## src/rtl/mm_pkg.sv

```systemverilog
// Types and helpers shared by the A-matrix buffer read and write paths.
package mm_pkg;

   typedef enum logic [1:0] {
      IDLE,
      RUN,
      DRAIN
   } state_t;

   // LSB position of a lane inside a flat {lane N-1, ..., lane 0} address bus
   function automatic int unsigned lane_lsb(input int unsigned lane, input int unsigned width);
      return lane * width;
   endfunction

endpackage

```

## src/rtl/skew_delay.sv

```systemverilog
// DEPTH-stage WIDTH-bit shift register with synchronous clear; DEPTH must be at least 1.
module skew_delay #(
   parameter int unsigned DEPTH = 1,
   parameter int unsigned WIDTH = 1
) (
   input  logic             clk,
   input  logic             rst,
   input  logic [WIDTH-1:0] d,
   output logic [WIDTH-1:0] q
);

   logic [WIDTH-1:0] stage [DEPTH];

   always_ff @(posedge clk) begin
      if (rst) begin
         for (int unsigned i = 0; i < DEPTH; i++) stage[i] <= '0;
      end else begin
         stage[0] <= d;
         for (int unsigned i = 1; i < DEPTH; i++) stage[i] <= stage[i-1];
      end
   end

   assign q = stage[DEPTH-1];

endmodule

```

## src/rtl/mem_read_a.sv

```systemverilog
// Read sequencer for the banked A buffer: walks phase/replay/column counters and
// fans the lane-0 request out to N1 banks with a one-cycle-per-lane skew.
module mem_read_a
   import mm_pkg::*;
#(
   parameter int unsigned N1           = 4,
   parameter int unsigned MATRIXSIZE_W = 16,
   parameter int unsigned ADDR_W       = 12,
   parameter int unsigned RD_LAT       = 1
) (
   input  logic                     clk,
   input  logic                     rst,
   input  logic                     start,
   input  logic [MATRIXSIZE_W-1:0]  M2,
   input  logic [MATRIXSIZE_W-1:0]  M1dN1,
   input  logic [MATRIXSIZE_W-1:0]  rep,
   output logic [N1-1:0]            rd_en_A,
   output logic [N1*ADDR_W-1:0]     rd_addr_A,
   output logic [N1-1:0]            lane_valid,
   output logic [N1-1:0]            lane_last,
   output logic                     busy,
   output logic                     done
);

   localparam int unsigned DRAIN_LEN = N1 - 1 + RD_LAT;
   localparam int unsigned DCNT_W    = $clog2(DRAIN_LEN + 1);
   localparam logic [MATRIXSIZE_W-1:0] ONE = MATRIXSIZE_W'(1);

   state_t                  state;
   logic [MATRIXSIZE_W-1:0] m2_q, m1_q, rep_q;
   logic [MATRIXSIZE_W-1:0] k, r, p;
   logic [ADDR_W-1:0]       offset;
   logic [DCNT_W-1:0]       dcnt;

   // Lane-0 request registers; every other lane is a delayed copy of these
   logic                    en0, last0;
   logic [ADDR_W-1:0]       addr0;

   logic                    k_end, r_end, p_end, final_elem, p_adv;
   logic [MATRIXSIZE_W-1:0] k_nxt, r_nxt;
   logic [ADDR_W-1:0]       offset_nxt;

   assign k_end      = (k == m2_q - ONE);
   assign r_end      = (r == rep_q - ONE);
   assign p_end      = (p == m1_q - ONE);
   assign final_elem = k_end && r_end && p_end;
   assign p_adv      = k_end && r_end;
   assign k_nxt      = k_end ? '0 : k + ONE;
   assign r_nxt      = k_end ? (r_end ? '0 : r + ONE) : r;
   // Replays re-read the same rows, so the offset only moves on a phase change
   assign offset_nxt = p_adv ? offset + ADDR_W'(m2_q) : offset;

   always_ff @(posedge clk) begin
      if (rst) begin
         state  <= IDLE;
         m2_q   <= '0;
         m1_q   <= '0;
         rep_q  <= '0;
         k      <= '0;
         r      <= '0;
         p      <= '0;
         offset <= '0;
         dcnt   <= '0;
         en0    <= 1'b0;
         addr0  <= '0;
         last0  <= 1'b0;
         busy   <= 1'b0;
         done   <= 1'b0;
      end else begin
         done <= 1'b0;
         case (state)
            IDLE: begin
               if (start && !done) begin
                  m2_q   <= M2;
                  m1_q   <= M1dN1;
                  rep_q  <= rep;
                  k      <= '0;
                  r      <= '0;
                  p      <= '0;
                  offset <= '0;
                  busy   <= 1'b1;
                  if (M2 != '0 && M1dN1 != '0 && rep != '0) begin
                     state <= RUN;
                     en0   <= 1'b1;
                     addr0 <= '0;
                     last0 <= (M2 == ONE);
                  end else begin
                     // Empty job: skip the drain so done follows immediately
                     state <= DRAIN;
                     dcnt  <= DCNT_W'(DRAIN_LEN - 1);
                  end
               end
            end
            RUN: begin
               if (final_elem) begin
                  state <= DRAIN;
                  dcnt  <= '0;
                  en0   <= 1'b0;
                  addr0 <= '0;
                  last0 <= 1'b0;
               end else begin
                  k      <= k_nxt;
                  r      <= r_nxt;
                  p      <= p_adv ? p + ONE : p;
                  offset <= offset_nxt;
                  en0    <= 1'b1;
                  addr0  <= offset_nxt + ADDR_W'(k_nxt);
                  last0  <= (k_nxt == m2_q - ONE);
               end
            end
            DRAIN: begin
               if (dcnt == DCNT_W'(DRAIN_LEN - 1)) begin
                  state <= IDLE;
                  busy  <= 1'b0;
                  done  <= 1'b1;
               end else begin
                  dcnt <= dcnt + DCNT_W'(1);
               end
            end
            default: state <= IDLE;
         endcase
      end
   end

   logic [N1-1:0]     en_l, last_l;
   logic [ADDR_W-1:0] addr_l [N1];

   // Per-lane skew of the request, then read-latency alignment for valid/last
   for (genvar b = 0; b < N1; b++) begin : g_lane
      localparam int unsigned LSB = lane_lsb(b, ADDR_W);

      if (b == 0) begin : g_head
         assign en_l[b]   = en0;
         assign last_l[b] = last0;
         assign addr_l[b] = addr0;
      end else begin : g_skew
         skew_delay #(
            .DEPTH (b),
            .WIDTH (ADDR_W + 2)
         ) u_skew (
            .clk (clk),
            .rst (rst),
            .d   ({en0, last0, addr0}),
            .q   ({en_l[b], last_l[b], addr_l[b]})
         );
      end

      assign rd_en_A[b]               = en_l[b];
      assign rd_addr_A[LSB +: ADDR_W] = addr_l[b];

      if (RD_LAT == 0) begin : g_nolat
         assign lane_valid[b] = en_l[b];
         assign lane_last[b]  = last_l[b];
      end else begin : g_lat
         skew_delay #(
            .DEPTH (RD_LAT),
            .WIDTH (2)
         ) u_lat (
            .clk (clk),
            .rst (rst),
            .d   ({en_l[b], last_l[b]}),
            .q   ({lane_valid[b], lane_last[b]})
         );
      end
   end

endmodule

```

## config.mk

```make
export PLATFORM = sky130hd
export DESIGN_NAME = mem_read_a
export DESIGN_NICKNAME = d
export VERILOG_FILES = /design/src/rtl/mm_pkg.sv /design/src/rtl/skew_delay.sv /design/src/rtl/mem_read_a.sv
export SDC_FILE = /design/constraint.sdc
export NUM_CORES = 1
export LEC_CHECK = 0
export CAP_MARGIN = 10
export CORE_ASPECT_RATIO = 0.7
export CORE_MARGIN = 3
export CORE_UTILIZATION = 59
export DETAILED_ROUTE_END_ITERATION = 6
export PLACE_DENSITY = 0.82
export SLEW_MARGIN = 20
export SYNTH_ARGS = -nofsm -noshare
export SYNTH_HDL_FRONTEND = slang
export SYNTH_HIERARCHICAL = 1
export SYNTH_SLANG_ARGS = --single-unit
```

## constraint.sdc

```tcl
create_clock -name clk -period 6.8 [get_ports clk]
set_clock_uncertainty 0.1 [all_clocks]
set_input_delay 1.36 -clock clk [delete_from_list [all_inputs] [get_ports clk]]
set_output_delay 1.36 -clock clk [all_outputs]
set_load 0.01 [all_outputs]
```

==> flow_summary.toml, run 1 <==
[placement]
gp_congestion = 0.921
dpl.hpwl_um = 21000
io_buffer_count = 112

[global_routing]
grt_max_degree = 83
grt_first_pass_wirelength_um = 46200
use_met3 = 0.0491
busiest_layer = "met1"
antenna_found_initial = 0
grt_remaining_overflow = 0
grt_use_total = 0.263
met1_usage = 0.401
grt_pass1_vias = 8691
use_met2 = 0.388

[floorplanning]
pin_count = 113
core-area_mm2 = 0.0191
die-area_mm2 = 0.0214
die_y_um = 123
die_w_um = 174
num_rows = 42
start_util = 0.608

[yosys]
synth.distinct_cells = 80
synth_area_leader_cell = "dfxtp_1"
async_flop_share = 0
ys_seq_area_frac = 0.381
yosys_warnings = 6
synthCells = 1362
synth_edf_count = 0
yosys.area.top_type_share = 0.381
synthTopCellsByArea = "dfxtp_1, nand2_1, xnor2_1"
ys_ff_latch = 221
syn_nets = 1449
synthesis.area_mm2 = 0.0116
synth.avg_cell_area_um2 = 8.52
ys.flop_type = "dfxtp_1"

[timing]
rsz0062_at_grt = "no"
worstMarginPinSlew_ns = 1.04
setup_viol = 0
maxSlewViolCount = 0
fin_setup_tns_ns = 0
layout_min_cycle_time_ns = 5.93
fmax_ghz = 0.169
relSlewSlack = 0.303
final-hold-violation-count = 0
period_share = 0.872

[finish]
multi_input_area_mm2 = 0.00656
area_growth_pct = 14.8
drive_gt1_frac = 0.0655
n_fill_cell = 1528
seqCellArea_mm2 = 0.00442
antenna-diode-count = 0
final_net_count = 1494

[min_path]
hold_path_class = "flip-flop to flip-flop"
hold_start = "g_lane[3].g_skew.u_skew/stage[0][0]"

[route]
drt-initial-drc-count = 914
drc_errors = 0
first_pass_iters = 5
vias = 9743
viasPerCell = 5.79
routed_wl_um = 28500
detail-route-antenna-nets = 0
routedWlPerCell_um = 16.9

[clock_network]
cts_sinks = 221
hold_buffers = 0
clkLatencyLatePin_ns = 0.52
cts.repair.resized = 0
ctsHtreeMaxLevel = 1
clk_pin_slew_ns = 0.06
clockRootBuffer = "clkbuf_16"
numCtsBuffers = 22
cts_setup_buffers = 0
cts_buffer_depth = 3
cts_tree = "done"

[critical_path]
crit_fanout = 8
start_kind = "flip-flop"
r2r_start = "rep_q[0]"
crit_type = "flip-flop to flip-flop"
critical_path.startpoint = "rep_q[0]"
arrival_ns = 6.27
end_kind = "flip-flop"
crit_required_ns = 7.13

[outcome]
status = "complete, no violations"

[power_and_ir_drop]
ir_drop_v = 0.000221
total_power_mw = 4.19
power.density_mw_per_mm2 = 314
power_leakage_nw = 5.03

[job]
max_cap_violations = 0
[logic make-up (layout without fill, tap and decap cells)]
family                   Yosys count  count (layout)  share of synthesized area
AND/OR/NAND/NOR                  592             592                      0.271
AO/OA/AOI/OAI                    237             237                      0.131
flip-flops                       221             221                      0.381
XOR/XNOR                         130             130                      0.102
buffers and inverters            124             182                     0.0538
adder cells (fa/ha/maj)           36              36                     0.0401
multiplexers                      22              22                     0.0204
[cells in the mapped netlist (4+ instances only)]
library cell,count
o21bai_1,6
buf_6,4
xor2_1,55
nand4_1,21
clkbuf_1,48
xnor2_1,72
a21oi_1,104
o2111ai_1,4
a31oi_1,9
nand3_1,49
or3_1,9
a22oi_1,10
o211ai_1,8
and2b_2,8
nand2_1,168
and4_1,7
nor2b_1,83
dfxtp_1,221
a21o_1,9
and3_1,15
nand3b_1,5
ha_1,34
nor4b_2,5
buf_4,29
and2_1,16
buf_1,4
o21ai_0,27
o21a_1,5
nor3b_1,6
inv_1,23
nor2b_2,10
a311oi_1,5
mux2i_1,9
nor3_1,37
a211oi_1,13
nor2_1,97
nand2b_1,4
buf_2,16
nor4_1,25
or4_1,5
mux2_2,12
o31ai_1,6
a2111oi_0,4
[cells in the final DEF (no fill, tap or decap), types with 7 or more instances in the layout]
cell,n
inv_1,23
and2b_2,8
nor4_1,25
clkdlybuf4s50_1,111
and4_1,7
nand4_1,21
nand3_1,49
o211ai_1,8
clkbuf_16,22
nor2_1,97
o21ai_0,27
and3_1,15
mux2i_1,9
a21o_1,9
buf_4,10
nor2b_2,10
or3_1,9
mux2_2,12
and2_1,16
ha_1,34
a22oi_1,10
xnor2_1,72
dfxtp_1,221
nor3_1,37
a21oi_1,104
nor2b_1,83
a31oi_1,9
nand2_1,168
a211oi_1,13
xor2_1,55
[sequential cells by signal, indices dropped and copies added, names as in the netlist]
| name | cells |
|---|---|
| state | 2 |
| rep_q | 16 |
| r | 16 |
| offset | 12 |
| busy | 1 |
| k | 16 |
| m1_q | 16 |
| m2_q | 16 |
| p | 16 |
| done | 1 |
| g_lane.g_skew.u_skew/stage | 84 |
| last0 | 1 |
| dcnt | 3 |
| en0 | 1 |
| g_lane.g_lat.u_lat/stage | 8 |
| addr0 | 12 |
[per-stage QoR]
stage	std cells	hold slack, ns	utilization	area (µm²)	setup slack [ns]
floorplan	1362	0.314	-	11600	1.58
global placement	1647	0.316	0.660	12600	1.07
detailed placement	1647	0.321	0.660	12600	0.940
CTS	1684	0.336	0.698	13300	0.907
global route	1684	0.348	0.698	13300	0.495
finish	1684	0.333	0.698	13300	0.868
[where the power goes]
| group | switching, mW | leakage (nW) | internal (mW) | total (mW) |
|---|---|---|---|---|
| Clock | 0.513 | 0.347 | 0.715 | 1.23 |
| Sequential | 0.124 | 1.79 | 1.39 | 1.51 |
| Combinational | 0.922 | 2.90 | 0.526 | 1.45 |
[worst max-delay path, cell delays in order, from the launching register on]
cell and delay (ns):
dfxtp_1 0.36, inv_1 0.08, ha_1 0.26, or4b_1 0.66, nor4b_4 0.38, mux2_1 0.19, mux2i_1 0.06, o21a_1 0.21
nor3_4 0.44, nand2_1 0.32, mux2_2 0.39, ha_1 0.29, a21o_1 0.18, a21oi_1 0.29, o21ai_0 0.13, a31oi_1 0.26
nor2b_1 0.08, o21a_1 0.18, o41ai_1 0.31, xnor2_1 0.17, mux2_2 0.35, nor3_1 0.15
[final cells by class]
class,instances,area share
clock inverter,8,0.00817
timing repair buffer,122,0.0899
sequential,221,0.332
tap,264,0.0248
multi-input combinational,1017,0.492
clock buffer,29,0.0463
inverter,23,0.00648
[worst paths after layout]
check	endpoint	slack, ns	cells past startpoint
max	addr0[11]	0.87	21
min	g_lane[3].g_skew.u_skew/stage[0][14]	0.33	1
max reg2reg	addr0[11]	0.87	21
min reg2reg	g_lane[3].g_skew.u_skew/stage[0][14]	0.33	1
[layer usage]
layer | wire length, µm | vias up
met5 | 0 | -
met4 | 401 | 0
met3 | 2280 | 33
met2 | 11600 | 370
met1 | 14200 | 4546
li1 | - | 4794
(Power assumes the default switching activity.)
==> inputs of run 2 (changes only) <==
--- a/config.mk
+++ b/config.mk
@@ -10,6 +10,7 @@
 export CORE_MARGIN = 3
 export CORE_UTILIZATION = 59
 export DETAILED_ROUTE_END_ITERATION = 6
+export GPL_TIMING_DRIVEN = 0
 export PLACE_DENSITY = 0.82
 export SLEW_MARGIN = 20
 export SYNTH_ARGS = -nofsm -noshare
==> run 2 against run 1 <==
Effect of this change: setup slack got worse by 0.38 ns; combinational power grew 9%; die area is the same; clock-buffer cell count stayed put; fmax shrank 6.1%; first-iteration DRC count rose by 7.0%; largest cell class unchanged; worst hold slack better by 0.0029 ns; critical path type unchanged; sequential power barely moved; via count rose by 5.2%; non-clock buffer count rose by 90.
==> flow_summary.toml, run 2 (same netlist as run 1, synthesis figures left out) <==
[finish]
area_growth_pct = 18.9
final_net_count = 1584
final_common_cell = "dfxtp_1"
final_core_util = 0.723
largest_reg_flops = 84
drive_gt1_frac = 0.0912
stdcell_area_mm2 = 0.0138
final_cell_mix = "dfxtp_1, nand2_1, clkdlybuf4s50_1"
top_register = "g_lane.g_skew.u_skew/stage"
antenna-diode-count = 0

[critical_path]
arrival_ns = 6.66
slowest_delay_ns = 0.57
start_kind = "flip-flop"
reg2reg_depth = 21
crit_buf_inv = 2
crit_fanout = 10
crit_required_ns = 7.14
worst_path_max_delay_cell = "nor4_1"
path_delay_family = "simple AND/OR/NAND/NOR gates"
cp_cell_sequence = "clkbuf_1 > nor4_1 > nand3b_1 > xor2_1 > xnor2_1 > nor4_2 > and3_1 > nand2_1 > buf_2 > mux2_2 > ha_1 > a21o_1 > a21oi_1 > o21ai_0 > a31oi_1 > nor2b_1 > o21a_1 > o41ai_1 > xnor2_1 > mux2_2 > nor3_1"
crit_type = "flip-flop to flip-flop"
critical_path_depth = 21
end_kind = "flip-flop"

[global_routing]
grt_max_degree = 34
grt_pass1_vias = 9473
grt_remaining_overflow = 0
grt_first_pass_wirelength_um = 49500
grt_use_total = 0.286
antenna_found_initial = 0

[placement]
io_buffer_count = 112
gp_congestion = 0.943
dpl.hpwl_um = 23700
placed_area_mm2 = 0.0131

[route]
drt-initial-drc-count = 978
first_pass_iters = 5
routed_wl_um = 31600
detail-route-antenna-nets = 0
viasPerCell = 5.77
routedWlPerCell_um = 17.8
drc_errors = 0
vias = 10200

[timing]
period_share = 0.929
fmax_ghz = 0.158
maxSlewViolCount = 0
rsz0062_at_grt = "no"
fin_setup_tns_ns = 0
final-hold-violation-count = 0
layout_min_cycle_time_ns = 6.32
relSlewSlack = 0.446
worstMarginPinSlew_ns = 0.831
setup_viol = 0

[clock_network]
clockRootBuffer = "clkbuf_16"
cts_buffer_depth = 3
cts_sinks = 221
hold_buffers = 0
clkLatencyLatePin_ns = 0.52
numCtsBuffers = 22
clk_pin_slew_ns = 0.07
cts_tree = "done"
ctsHtreeMaxLevel = 1

[power_and_ir_drop]
power_leakage_nw = 5.30
ir_drop_v = 0.000226
power.density_mw_per_mm2 = 312

[floorplanning]
die_w_um = 174
start_util = 0.608
die_y_um = 123
die-area_mm2 = 0.0214
num_rows = 42
pin_count = 113
core-area_mm2 = 0.0191

[outcome]
status = "complete, no violations"

[min_path]
min_path_cells = 1
hold_path_class = "flip-flop to flip-flop"

[job]
max_cap_violations = 0
run 2: changes by cell type in the layout (fill, tap and decap cells not counted), sizes merged:
cell and delta:
clkinvlp +2, clkinv +1, buf +43, bufinv -1
inv +1, clkbuf +47
run 2: repair_timing:
| action | in CTS | in global routing |
|---|---|---|
| endpoints found under the hold margin | 0 | 0 |
| endpoints found under the setup margin | 0 | 2 |
| buffers inserted | 0 | 0 |
| gates resized for setup | 0 | 1 |
run 2: area by class of cell:
type / count / area, µm²
buffer: 100 / 534
clock buffer: 29 / 637
clock inverter: 11 / 111
fill: 1507 / 5280
inverter: 23 / 86.3
multi-input combinational: 1017 / 6560
sequential: 221 / 4420
tap: 264 / 330
timing repair buffer: 112 / 1120
run 2: worst paths after layout:
check,from,end,slack (ns)
max,m2_q[6],addr0[11],0.48
max reg2reg,m2_q[6],addr0[11],0.48
min,g_lane[3].g_skew.u_skew/stage[0][11],g_lane[3].g_skew.u_skew/stage[0][25],0.34
min reg2reg,g_lane[3].g_skew.u_skew/stage[0][11],g_lane[3].g_skew.u_skew/stage[0][25],0.34
run 2: per-stage QoR:
step	instances	power, mW	setup WS, ns	hold slack [ns]
after floorplan	1362	2.61	1.58	0.314
after global placement	1738	3.00	0.385	0.316
after detailed placement	1738	3.04	0.382	0.323
after CTS	1778	4.28	0.336	0.338
after global routing	1777	4.54	0.114	0.352
final	1777	4.31	0.483	0.336
run 2: report_power, final:
| group | internal (mW) | switching, mW |
|---|---|---|
| Clock | 0.705 | 0.539 |
| Combinational | 0.560 | 1.02 |
| Sequential | 1.39 | 0.105 |
| Total | 2.65 | 1.66 |
run 2: routing by layer:
| layer | wire length, µm | vias up | global-route usage |
|---|---|---|---|
| li1 | - | 4997 | - |
| met4 | 561 | 0 | 0.0633 |
| met2 | 13500 | 436 | 0.450 |
| met5 | 0 | - | 0 |
| met3 | 3030 | 54 | 0.0743 |
| met1 | 14500 | 4760 | 0.400 |
==> inputs of run 3 (changes only) <==
--- a/config.mk
+++ b/config.mk
@@ -8,10 +8,10 @@
 export CAP_MARGIN = 10
 export CORE_ASPECT_RATIO = 0.7
 export CORE_MARGIN = 3
-export CORE_UTILIZATION = 59
+export CORE_UTILIZATION = 55
 export DETAILED_ROUTE_END_ITERATION = 6
 export GPL_TIMING_DRIVEN = 0
-export PLACE_DENSITY = 0.82
+export PLACE_DENSITY = 0.77
 export SLEW_MARGIN = 20
 export SYNTH_ARGS = -nofsm -noshare
 export SYNTH_HDL_FRONTEND = slang
==> constraint.sdc (replaced) <==
create_clock -name clk -period 6.8 [get_ports clk]
set_clock_uncertainty 0.1 [all_clocks]
set_input_delay 1.36 -clock clk [delete_from_list [all_inputs] [get_ports clk]]
set_output_delay 1.36 -clock clk [all_outputs]
set_load 0.02 [all_outputs]
==> run 3 against run 2 <==
Effect of this change: routed wire length is 2.5% higher; final cell count rose by 0.39%; setup slack lost 0.14 ns; clock power up 5%; clock-buffer cell count did not move; register-to-register slack lost 0.14 ns; via count up 0.83%; die area is 7.0% higher; largest cell class unchanged.
==> flow_summary.toml, run 3 (same netlist as run 1, synthesis figures left out) <==
[outcome]
status = "complete, no violations"

[critical_path]
arrival_ns = 6.81
regToRegSetupSlack_ns = 0.34
reg2reg_depth = 22
rr_endpoint = "addr0[11]"
crit_fanout = 10
crit_type = "flip-flop to flip-flop"
crit_required_ns = 7.15
r2r_start = "m2_q[0]"
start_kind = "flip-flop"
end_kind = "flip-flop"

[route]
routedWlPerCell_um = 18.1
detail-route-antenna-nets = 0
viasPerCell = 5.79
first_pass_iters = 6
vias = 10300
drc_errors = 0
drt-initial-drc-count = 978
routed_wl_um = 32400

[finish]
largest_reg_flops = 84
final_cell_mix = "dfxtp_1, nand2_1, clkdlybuf4s50_1"
stdcell_area_mm2 = 0.0138
final_common_cell = "dfxtp_1"
antenna-diode-count = 0
top_register = "g_lane.g_skew.u_skew/stage"
drive_gt1_frac = 0.0925
instances_no_fill = 1784
area_growth_pct = 19.3
final_net_count = 1585

[clock_network]
cts.repair.resized = 0
hold_buffers = 0
numCtsBuffers = 23
clkLatencyLatePin_ns = 0.52
ctsHtreeMaxLevel = 1
cts_sinks = 221
clockRootBuffer = "clkbuf_16"
cts_tree = "done"
cts_buffer_depth = 3
clk_pin_slew_ns = 0.07
cts_setup_buffers = 0

[global_routing]
grt_use_total = 0.273
grt_remaining_overflow = 0
grt_pass1_vias = 9418
grt_first_pass_wirelength_um = 50800
grt_max_degree = 34
antenna_found_initial = 0

[power_and_ir_drop]
power.density_mw_per_mm2 = 318
ir_drop_v = 0.000219
power_leakage_nw = 5.33

[min_path]
hold_start = "g_lane[3].g_skew.u_skew/stage[0][8]"
hold_path_class = "flip-flop to flip-flop"
holdPathEnd = "g_lane[3].g_skew.u_skew/stage[0][22]"
min_path_cells = 1

[timing]
maxSlewViolCount = 0
layout_min_cycle_time_ns = 6.46
fmax_ghz = 0.155
worstMarginPinSlew_ns = 0.788
fin_worst_hold_slack_ns = 0.336
rsz0062_at_grt = "no"
final-hold-violation-count = 0
setup_viol = 0
setup_ws_ns = 0.340
relSlewSlack = 0.474
period_share = 0.950
fin_setup_tns_ns = 0

[placement]
placed_area_mm2 = 0.0131
io_buffer_count = 112
place_ws_ns = 0.280
dpl.hpwl_um = 24100
dp_cells = 1744
gp_congestion = 0.912

[floorplanning]
die_w_um = 180
start_util = 0.574
core-area_mm2 = 0.0202
num_rows = 43
pin_count = 113
die-area_mm2 = 0.0229
die_y_um = 128

[job]
max_cap_violations = 0
## run 3: changes by cell type in the layout (fill, tap and decap cells not counted)
cell and change:
clkinv_4 -1, clkinv_8 -1, nor4_2 +1, nor4_1 -1, bufinv_16 +1, clkbuf_8 -1
clkinvlp_4 -2, clkinv_2 +1, inv_6 +3, clkbuf_16 +1
## run 3: per-stage QoR
stage,utilization,power (mW)
floorplan,-,2.62
global placement,0.646,3.03
detailed placement,0.645,3.06
CTS,0.684,4.37
global route,0.684,4.63
finish,0.684,4.40
## run 3: layer usage
metal  routed length, µm  track usage  vias to the layer above
met3                3060       0.0558                       61
li1                    -            -                     4984
met2               13300        0.401                      460
met1               15200        0.408                     4827
met5                   0            0                        -
met4                 850       0.0718                        0
## run 3: worst max path at each step
stage	startpoint	end	slack (ns)	depth (start not counted)
2_1_floorplan	m2_q[0]	addr0[11]	1.58	23
3_3_place_gp	m2_q[0]	addr0[11]	0.46	23
3_5_place_dp	m2_q[0]	addr0[11]	0.28	23
4_1_cts	m2_q[0]	addr0[11]	0.19	23
5_1_grt	m2_q[0]	addr0[11]	0.002	22
6_report	m2_q[0]	addr0[11]	0.34	22
## run 3: cell type report
class	count	area [µm²]
plain buffers	100	534
clock buffers	29	648
fillers	1669	6380
inverters	23	86.3
multi-input cells	1017	6570
well taps	270	338
repair buffers	112	1120
clock inverters	12	133
flip-flops and latches	221	4420
## run 3: report_power, final
part           total [mW]  internal [mW]  switching (mW)
registers            1.50           1.39           0.118
logic                1.60          0.561            1.04
clock network        1.30          0.757           0.544
## run 3: worst max-delay path, stage by stage (launching register included)
cell and delay, ns:
dfxtp_1 0.42, inv_1 0.14, ha_1 0.34, nor3b_2 0.45, nand4b_1 0.17, xor2_1 0.44, xor2_1 0.18, and4_1 0.34
and3_1 0.51, nand2_1 0.27, buf_2 0.29, mux2_2 0.32, ha_1 0.21, a21o_1 0.18, a21oi_1 0.31, o21ai_0 0.17
a31oi_1 0.29, nor2b_1 0.08, o21a_1 0.19, o41ai_1 0.31, xnor2_1 0.17, mux2_2 0.35, nor3_1 0.15
